<file path="src/rtl/mem_port_arbiter_if.sv">
// Bus bundle between the two requesters, the arbiter and the unified memory port.
// The arbiter connects through the slave modport; the requester/memory side uses master.
interface mem_port_arbiter_if #(
  parameter int AW = 32,
  parameter int DW = 32
);
  logic          req0, req1;
  logic          we0, we1;
  logic [AW-1:0] addr0, addr1;
  logic [DW-1:0] wdata0, wdata1;
  logic          ack0, ack1;
  logic [DW-1:0] rdata0, rdata1;
  logic [1:0]    gnt;
  logic          busy;
  logic          mem_en, mem_we;
  logic [AW-1:0] mem_addr;
  logic [DW-1:0] mem_wdata, mem_rdata;

  modport slave (
    input  req0, req1, we0, we1, addr0, addr1, wdata0, wdata1, mem_rdata,
    output ack0, ack1, rdata0, rdata1, gnt, busy, mem_en, mem_we, mem_addr, mem_wdata
  );

  modport master (
    output req0, req1, we0, we1, addr0, addr1, wdata0, wdata1, mem_rdata,
    input  ack0, ack1, rdata0, rdata1, gnt, busy, mem_en, mem_we, mem_addr, mem_wdata
  );
endinterface

</file>
<file path="src/rtl/mem_port_arbiter.sv">
// Round-robin arbiter serialising whole fixed-latency transactions from the CPU (port 0)
// and the loader/debug port (port 1) onto the single unified memory port.
module mem_port_arbiter #(
  parameter int AW      = 32,
  parameter int DW      = 32,
  parameter int MEM_LAT = 1
) (
  input logic              clk,
  input logic              rst,
  mem_port_arbiter_if.slave bus
);
  localparam logic [1:0] IDLE  = 2'd0;
  localparam logic [1:0] ISSUE = 2'd1;
  localparam logic [1:0] WAIT  = 2'd2;
  localparam logic [1:0] ACK   = 2'd3;
  localparam logic [3:0] LAT   = 4'(MEM_LAT);

  logic [1:0]    state;
  logic [3:0]    cnt;
  logic          last, owner, pick;
  logic [1:0]    gnt_q;
  logic          busy_q, ack0_q, ack1_q;
  logic [DW-1:0] rdata0_q, rdata1_q;
  logic          own_we;
  logic [AW-1:0] own_addr;
  logic [DW-1:0] own_wdata;

  // A lone requester wins outright; on a tie the port not granted last time wins.
  always_comb begin
    pick = bus.req1;
    if (bus.req0 && bus.req1) pick = ~last;
  end

  always_comb begin
    own_we    = owner ? bus.we1    : bus.we0;
    own_addr  = owner ? bus.addr1  : bus.addr0;
    own_wdata = owner ? bus.wdata1 : bus.wdata0;
  end

  always_ff @(posedge clk) begin
    if (rst) begin
      state    <= IDLE;
      cnt      <= '0;
      last     <= 1'b1;
      owner    <= 1'b0;
      gnt_q    <= '0;
      busy_q   <= 1'b0;
      ack0_q   <= 1'b0;
      ack1_q   <= 1'b0;
      rdata0_q <= '0;
      rdata1_q <= '0;
    end else begin
      ack0_q <= 1'b0;
      ack1_q <= 1'b0;
      case (state)
        IDLE: begin
          if (bus.req0 || bus.req1) begin
            owner  <= pick;
            last   <= pick;
            gnt_q  <= {pick, ~pick};
            busy_q <= 1'b1;
            state  <= ISSUE;
          end
        end
        ISSUE: begin
          cnt   <= 4'd1;
          state <= WAIT;
        end
        WAIT: begin
          // mem_rdata is valid in the cycle where cnt reaches the latency
          if (cnt == LAT) begin
            state <= ACK;
            if (owner) begin
              ack1_q <= 1'b1;
              if (!own_we) rdata1_q <= bus.mem_rdata;
            end else begin
              ack0_q <= 1'b1;
              if (!own_we) rdata0_q <= bus.mem_rdata;
            end
          end else begin
            cnt <= cnt + 4'd1;
          end
        end
        ACK: begin
          state  <= IDLE;
          gnt_q  <= '0;
          busy_q <= 1'b0;
        end
        default: state <= IDLE;
      endcase
    end
  end

  assign bus.mem_en    = (state == ISSUE);
  assign bus.mem_we    = (state == ISSUE) && own_we;
  assign bus.mem_addr  = own_addr;
  assign bus.mem_wdata = own_wdata;
  assign bus.gnt       = gnt_q;
  assign bus.busy      = busy_q;
  assign bus.ack0      = ack0_q;
  assign bus.ack1      = ack1_q;
  assign bus.rdata0    = rdata0_q;
  assign bus.rdata1    = rdata1_q;
endmodule

</file>
<file path="src/flat_wrapper.sv">
// flat-port wrapper written by rule: the top's interface ports become plain ports
module mem_port_arbiter_flat 
#(
  parameter int AW      = 32,
  parameter int DW      = 32,
  parameter int MEM_LAT = 1
)
  (clk, rst, bus_req0, bus_req1, bus_we0, bus_we1, bus_addr0, bus_addr1, bus_wdata0, bus_wdata1, bus_mem_rdata, bus_ack0, bus_ack1, bus_rdata0, bus_rdata1, bus_gnt, bus_busy, bus_mem_en, bus_mem_we, bus_mem_addr, bus_mem_wdata);
  mem_port_arbiter_if #(.AW(AW), .DW(DW)) bus_i ();
  input logic clk;
  input logic rst;
  input wire logic [$bits(bus_i.req0)-1:0] bus_req0;
  input wire logic [$bits(bus_i.req1)-1:0] bus_req1;
  input wire logic [$bits(bus_i.we0)-1:0] bus_we0;
  input wire logic [$bits(bus_i.we1)-1:0] bus_we1;
  input wire logic [$bits(bus_i.addr0)-1:0] bus_addr0;
  input wire logic [$bits(bus_i.addr1)-1:0] bus_addr1;
  input wire logic [$bits(bus_i.wdata0)-1:0] bus_wdata0;
  input wire logic [$bits(bus_i.wdata1)-1:0] bus_wdata1;
  input wire logic [$bits(bus_i.mem_rdata)-1:0] bus_mem_rdata;
  output wire logic [$bits(bus_i.ack0)-1:0] bus_ack0;
  output wire logic [$bits(bus_i.ack1)-1:0] bus_ack1;
  output wire logic [$bits(bus_i.rdata0)-1:0] bus_rdata0;
  output wire logic [$bits(bus_i.rdata1)-1:0] bus_rdata1;
  output wire logic [$bits(bus_i.gnt)-1:0] bus_gnt;
  output wire logic [$bits(bus_i.busy)-1:0] bus_busy;
  output wire logic [$bits(bus_i.mem_en)-1:0] bus_mem_en;
  output wire logic [$bits(bus_i.mem_we)-1:0] bus_mem_we;
  output wire logic [$bits(bus_i.mem_addr)-1:0] bus_mem_addr;
  output wire logic [$bits(bus_i.mem_wdata)-1:0] bus_mem_wdata;
  assign bus_i.req0 = bus_req0;
  assign bus_i.req1 = bus_req1;
  assign bus_i.we0 = bus_we0;
  assign bus_i.we1 = bus_we1;
  assign bus_i.addr0 = bus_addr0;
  assign bus_i.addr1 = bus_addr1;
  assign bus_i.wdata0 = bus_wdata0;
  assign bus_i.wdata1 = bus_wdata1;
  assign bus_i.mem_rdata = bus_mem_rdata;
  assign bus_ack0 = bus_i.ack0;
  assign bus_ack1 = bus_i.ack1;
  assign bus_rdata0 = bus_i.rdata0;
  assign bus_rdata1 = bus_i.rdata1;
  assign bus_gnt = bus_i.gnt;
  assign bus_busy = bus_i.busy;
  assign bus_mem_en = bus_i.mem_en;
  assign bus_mem_we = bus_i.mem_we;
  assign bus_mem_addr = bus_i.mem_addr;
  assign bus_mem_wdata = bus_i.mem_wdata;
  mem_port_arbiter #(.AW(AW), .DW(DW), .MEM_LAT(MEM_LAT)) u_core (.clk(clk), .rst(rst), .bus(bus_i));
endmodule
</file>
<file path="config.mk">
export PLATFORM = sky130hd
export DESIGN_NAME = mem_port_arbiter_flat
export DESIGN_NICKNAME = d
export VERILOG_FILES = /design/src/rtl/mem_port_arbiter_if.sv /design/src/rtl/mem_port_arbiter.sv /design/src/flat_wrapper.sv
export SDC_FILE = /design/constraint.sdc
export NUM_CORES = 1
export LEC_CHECK = 0
export ABC_AREA = 1
export ABC_CLOCK_PERIOD_IN_PS = 4450
export BUFFER_PORTS_ARGS = -buffer_cell sky130_fd_sc_hd__buf_2
export CAP_MARGIN = 25
export CORE_AREA = 2 2 117 119
export DETAILED_ROUTE_END_ITERATION = 7
export DIE_AREA = 0 0 119 121
export PLACE_DENSITY = 0.69
export SLEW_MARGIN = 20
export SYNTH_ARGS = -nofsm -noshare
export SYNTH_HDL_FRONTEND = slang
export SYNTH_SLANG_ARGS = --single-unit
</file>
<file path="constraint.sdc">
create_clock -name clk -period 4.45 [get_ports clk]
set_clock_uncertainty 0.2 [all_clocks]
set_input_delay 0.6675 -clock clk [delete_from_list [all_inputs] [get_ports clk]]
set_output_delay 0.6675 -clock clk [all_outputs]
set_load 0.02 [all_outputs]
</file>
==> flow_summary_export.csv <==
group,metric,value,unit
worst_setup_path,cp_slowest_stage_delay,0.53,ns
detailed_routing,wl_per_cell,13.9,um
power_and_ir_drop,pwr-share-seq,30.3,%
worst_setup_path,worstPathRequired,3.58,ns
timing,finalSetupTns,0,ns
worst_setup_path,end_kind,"output port",
cts,cts_resized,0,
power_and_ir_drop,p_int,1.48,mW
grt,grt_max_degree,73,
floorplan,row_count,42,
min_path,min_from,"u_core.last",
synthesis,ys_ff_latch,77,
timing,worst_pin_slew,0.904,ns
layout,syn2layout_area_growth,40.1,%
detailed_routing,num_vias,5224,
worst_setup_path,r2r.worst_path.cells,7,
worst_setup_path,cp_max_fo,67,
floorplan,ioPinCount,301,
synthesis,syn_avg_cell_area,6.32,sq um
cts,htree_levels,3,
placement,gp_congestion,0.920,
cts,cts_buffers,9,
synthesis,syn_inst,694,
min_path,hp-class,"flop to flop",
layout,fin_area,6140,sq um
worst_setup_path,regToRegSetupSlack,2.01,ns
power_and_ir_drop,p_leak,3.49,nW
detailed_routing,wl,15.9,mm
grt,grt_usage,21.3,%
floorplan,die_w,119,um
cts,cts_max_path_buffers,2,
floorplan,dieArea,14400,sq um
synthesis,synth_cell_type_count,23,
detailed_routing,first_iter_violations,425,
min_path,holdPathEnd,"u_core.last",
timing,drv_slew,0,
detailed_routing,ant_nets,0,
run_status,status,"complete, no violations",
placement,hpwl,12.0,mm
placement,place_area,5870,sq um
worst_setup_path,cp.buffers_inverters,2,
worst_setup_path,cp_top_family,"buffers and inverters",
worst_setup_path,start_kind,"flop",
floorplan,core-area,13100,sq um
placement,io_buffers,300,
floorplan,start_util,33.5,%
detailed_routing,drc_errors,0,
layout,layout_commonest_cell,"buf_2",
power_and_ir_drop,peakVddDrop,0.000230,V
worst_setup_path,r2r-start,"u_core.cnt[0]",
synthesis,yosys_warnings,0,
power_and_ir_drop,switchingPower,1.12,mW
min_path,holdPathStages,2,
grt,antenna_found_initial,2,
power_and_ir_drop,p_per_area,423,nW/um^2
worst_setup_path,reg2reg_to,"u_core.bus.rdata1[20]",
timing,setup-violations-final,0,
timing,max_freq,365,MHz
cts,clk_latency,0.33,ns
synthesis,ys_seq_area_share,35.1,%
synthesis,netlist_area,4390,sq um
layout,final_cell_mix,"300 x buf_2, 275 x nand2_1, 105 x nor2_1",
cts,cts_tree,"yes",
power_and_ir_drop,clkPwrFrac,25.4,%
timing,finalHoldViolCount,0,
worst_setup_path,cp_cell_sequence,"buf_4 > nor2_4 > nor3_1 > buf_2",
grt,grt_pass1_vias,4605,
layout,final_net_count,1135,
timing,rsz0062_at_grt,"no",
floorplan,fp.dieH,121,um
timing,finalCritPeriodShare,61.6,%
layout,drive_gt1_share,37.5,%
power_and_ir_drop,swShare,43.1,%
detailed_routing,drtPass1Iterations,5,
timing,relSlewSlack,39.6,%
cts,holdBufCountCts,0,
worst_setup_path,cp_data_arrival_time,1.88,ns
worst_setup_path,worstSetupPathType,"flop to output port",
timing,post-route-min-period,2.74,ns
worst_setup_path,critPathSlowestCell,"buf_4",
cts,cts_root_buffer,"clkbuf_16",
grt,grt_pass1_wl,24.1,mm
cts,path_clk_slew,0.05,ns
cts,post-cts-setup-buffers,0,
synthesis,synth_nets,867,
flow_run,cap_violations,0,
cts,clock-sinks,77,
power_and_ir_drop,combPwrFrac,44.3,%
layout,post-route-util,46.9,%
detailed_routing,drt-vias-per-instance,4.56,
grt,overflow,0,
## cells in the mapped netlist, drive strengths merged
master  number  area [sq um]
nand3       15          87.6
o21ai        1          5.00
or2          1          6.26
clkbuf       4          15.0
inv         49           184
a21oi       10          50.1
dfxtp       77          1540
ha           7          87.6
nand2      275          1030
nand3b       1          7.51
nor3         1          5.00
buf         46           297
nand4       66           413
nor2       141           654
## how the worst max path moves through the flow
stage | start | endpoint | slack (ns) | cells past startpoint
after floorplan | bus_we0 | bus_mem_we | 2.19 | 3
after global placement | u_core.cnt[0] | u_core.bus.ack1 | 2.06 | 6
after detailed placement | u_core.cnt[0] | u_core.bus.ack0 | 2.02 | 6
after CTS | u_core.owner | bus_mem_wdata[25] | 1.68 | 5
after global routing | u_core.owner | bus_mem_we | 1.58 | 4
final | u_core.owner | bus_mem_we | 1.71 | 4
## area by class of cell
class | instances | area, sq um
multi-input combinational | 518 | 2360
antenna | 4 | 10.0
clock inverter | 1 | 7.51
tap | 176 | 220
clock buffer | 14 | 254
timing repair buffer | 307 | 1570
fill | 1371 | 6940
sequential | 77 | 1540
inverter | 49 | 184
## flip-flops by register name, summed over array words and instances, names as in the netlist
name	cells
u_core.bus.ack0	1
u_core.bus.gnt	2
u_core.owner	1
u_core.last	1
u_core.bus.rdata1	32
u_core.bus.ack1	1
u_core.bus.busy	1
u_core.bus.rdata0	32
u_core.state	2
u_core.cnt	4
## through the flow
stage	worst slack [ns]	hold slack (ns)	instances	total power, mW
final	1.71	0.261	1146	2.60
after detailed placement	2.02	0.248	1127	1.95
after global routing	1.58	0.275	1144	2.77
after floorplan	2.19	0.229	694	1.63
after CTS	1.68	0.262	1142	2.62
after global placement	2.06	0.246	1126	1.95
## kinds of logic (layout without fill, tap and decap cells)
family / count (synthesis) / after routing / share of synthesized area (%)
AND/OR/NAND/NOR: 500 / 500 / 50.3
buffers and inverters: 99 / 371 / 11.3
flip-flops: 77 / 77 / 35.1
AO/OA/AOI/OAI: 11 / 11 / 1.26
adder cells (fa/ha/maj): 7 / 7 / 2.00
other: 0 / 4 / 0
## per-layer routing
metal | track usage, % | routed length [um] | part of all wire (%)
met1 | 26.9 | 6870 | 43
met2 | 33.9 | 7290 | 46
met3 | 6.77 | 1360 | 8.5
met4 | 7.74 | 401 | 2.5
met5 | 0 | 0 | 0
## worst register-to-register path, stage by stage, from the launching register on
cell     delay [ns]
dfxtp_1        0.42
ha_1           0.26
nand2_1        0.11
nor2_4         0.69
buf_4          0.41
nand4_1        0.12
nand2_1        0.09
nor2_1         0.04
## power by group through the flow
stage / clock network (mW) / registers [mW] / logic [mW]
5_1_grt: 0.705 / 0.793 / 1.27
6_report: 0.661 / 0.787 / 1.15
4_1_cts: 0.674 / 0.787 / 1.16
3_3_place_gp: 0 / 0.799 / 1.15
2_1_floorplan: 0 / 0.840 / 0.788
3_5_place_dp: 0 / 0.801 / 1.15
Note: power is estimated with default switching activity, not from simulation.
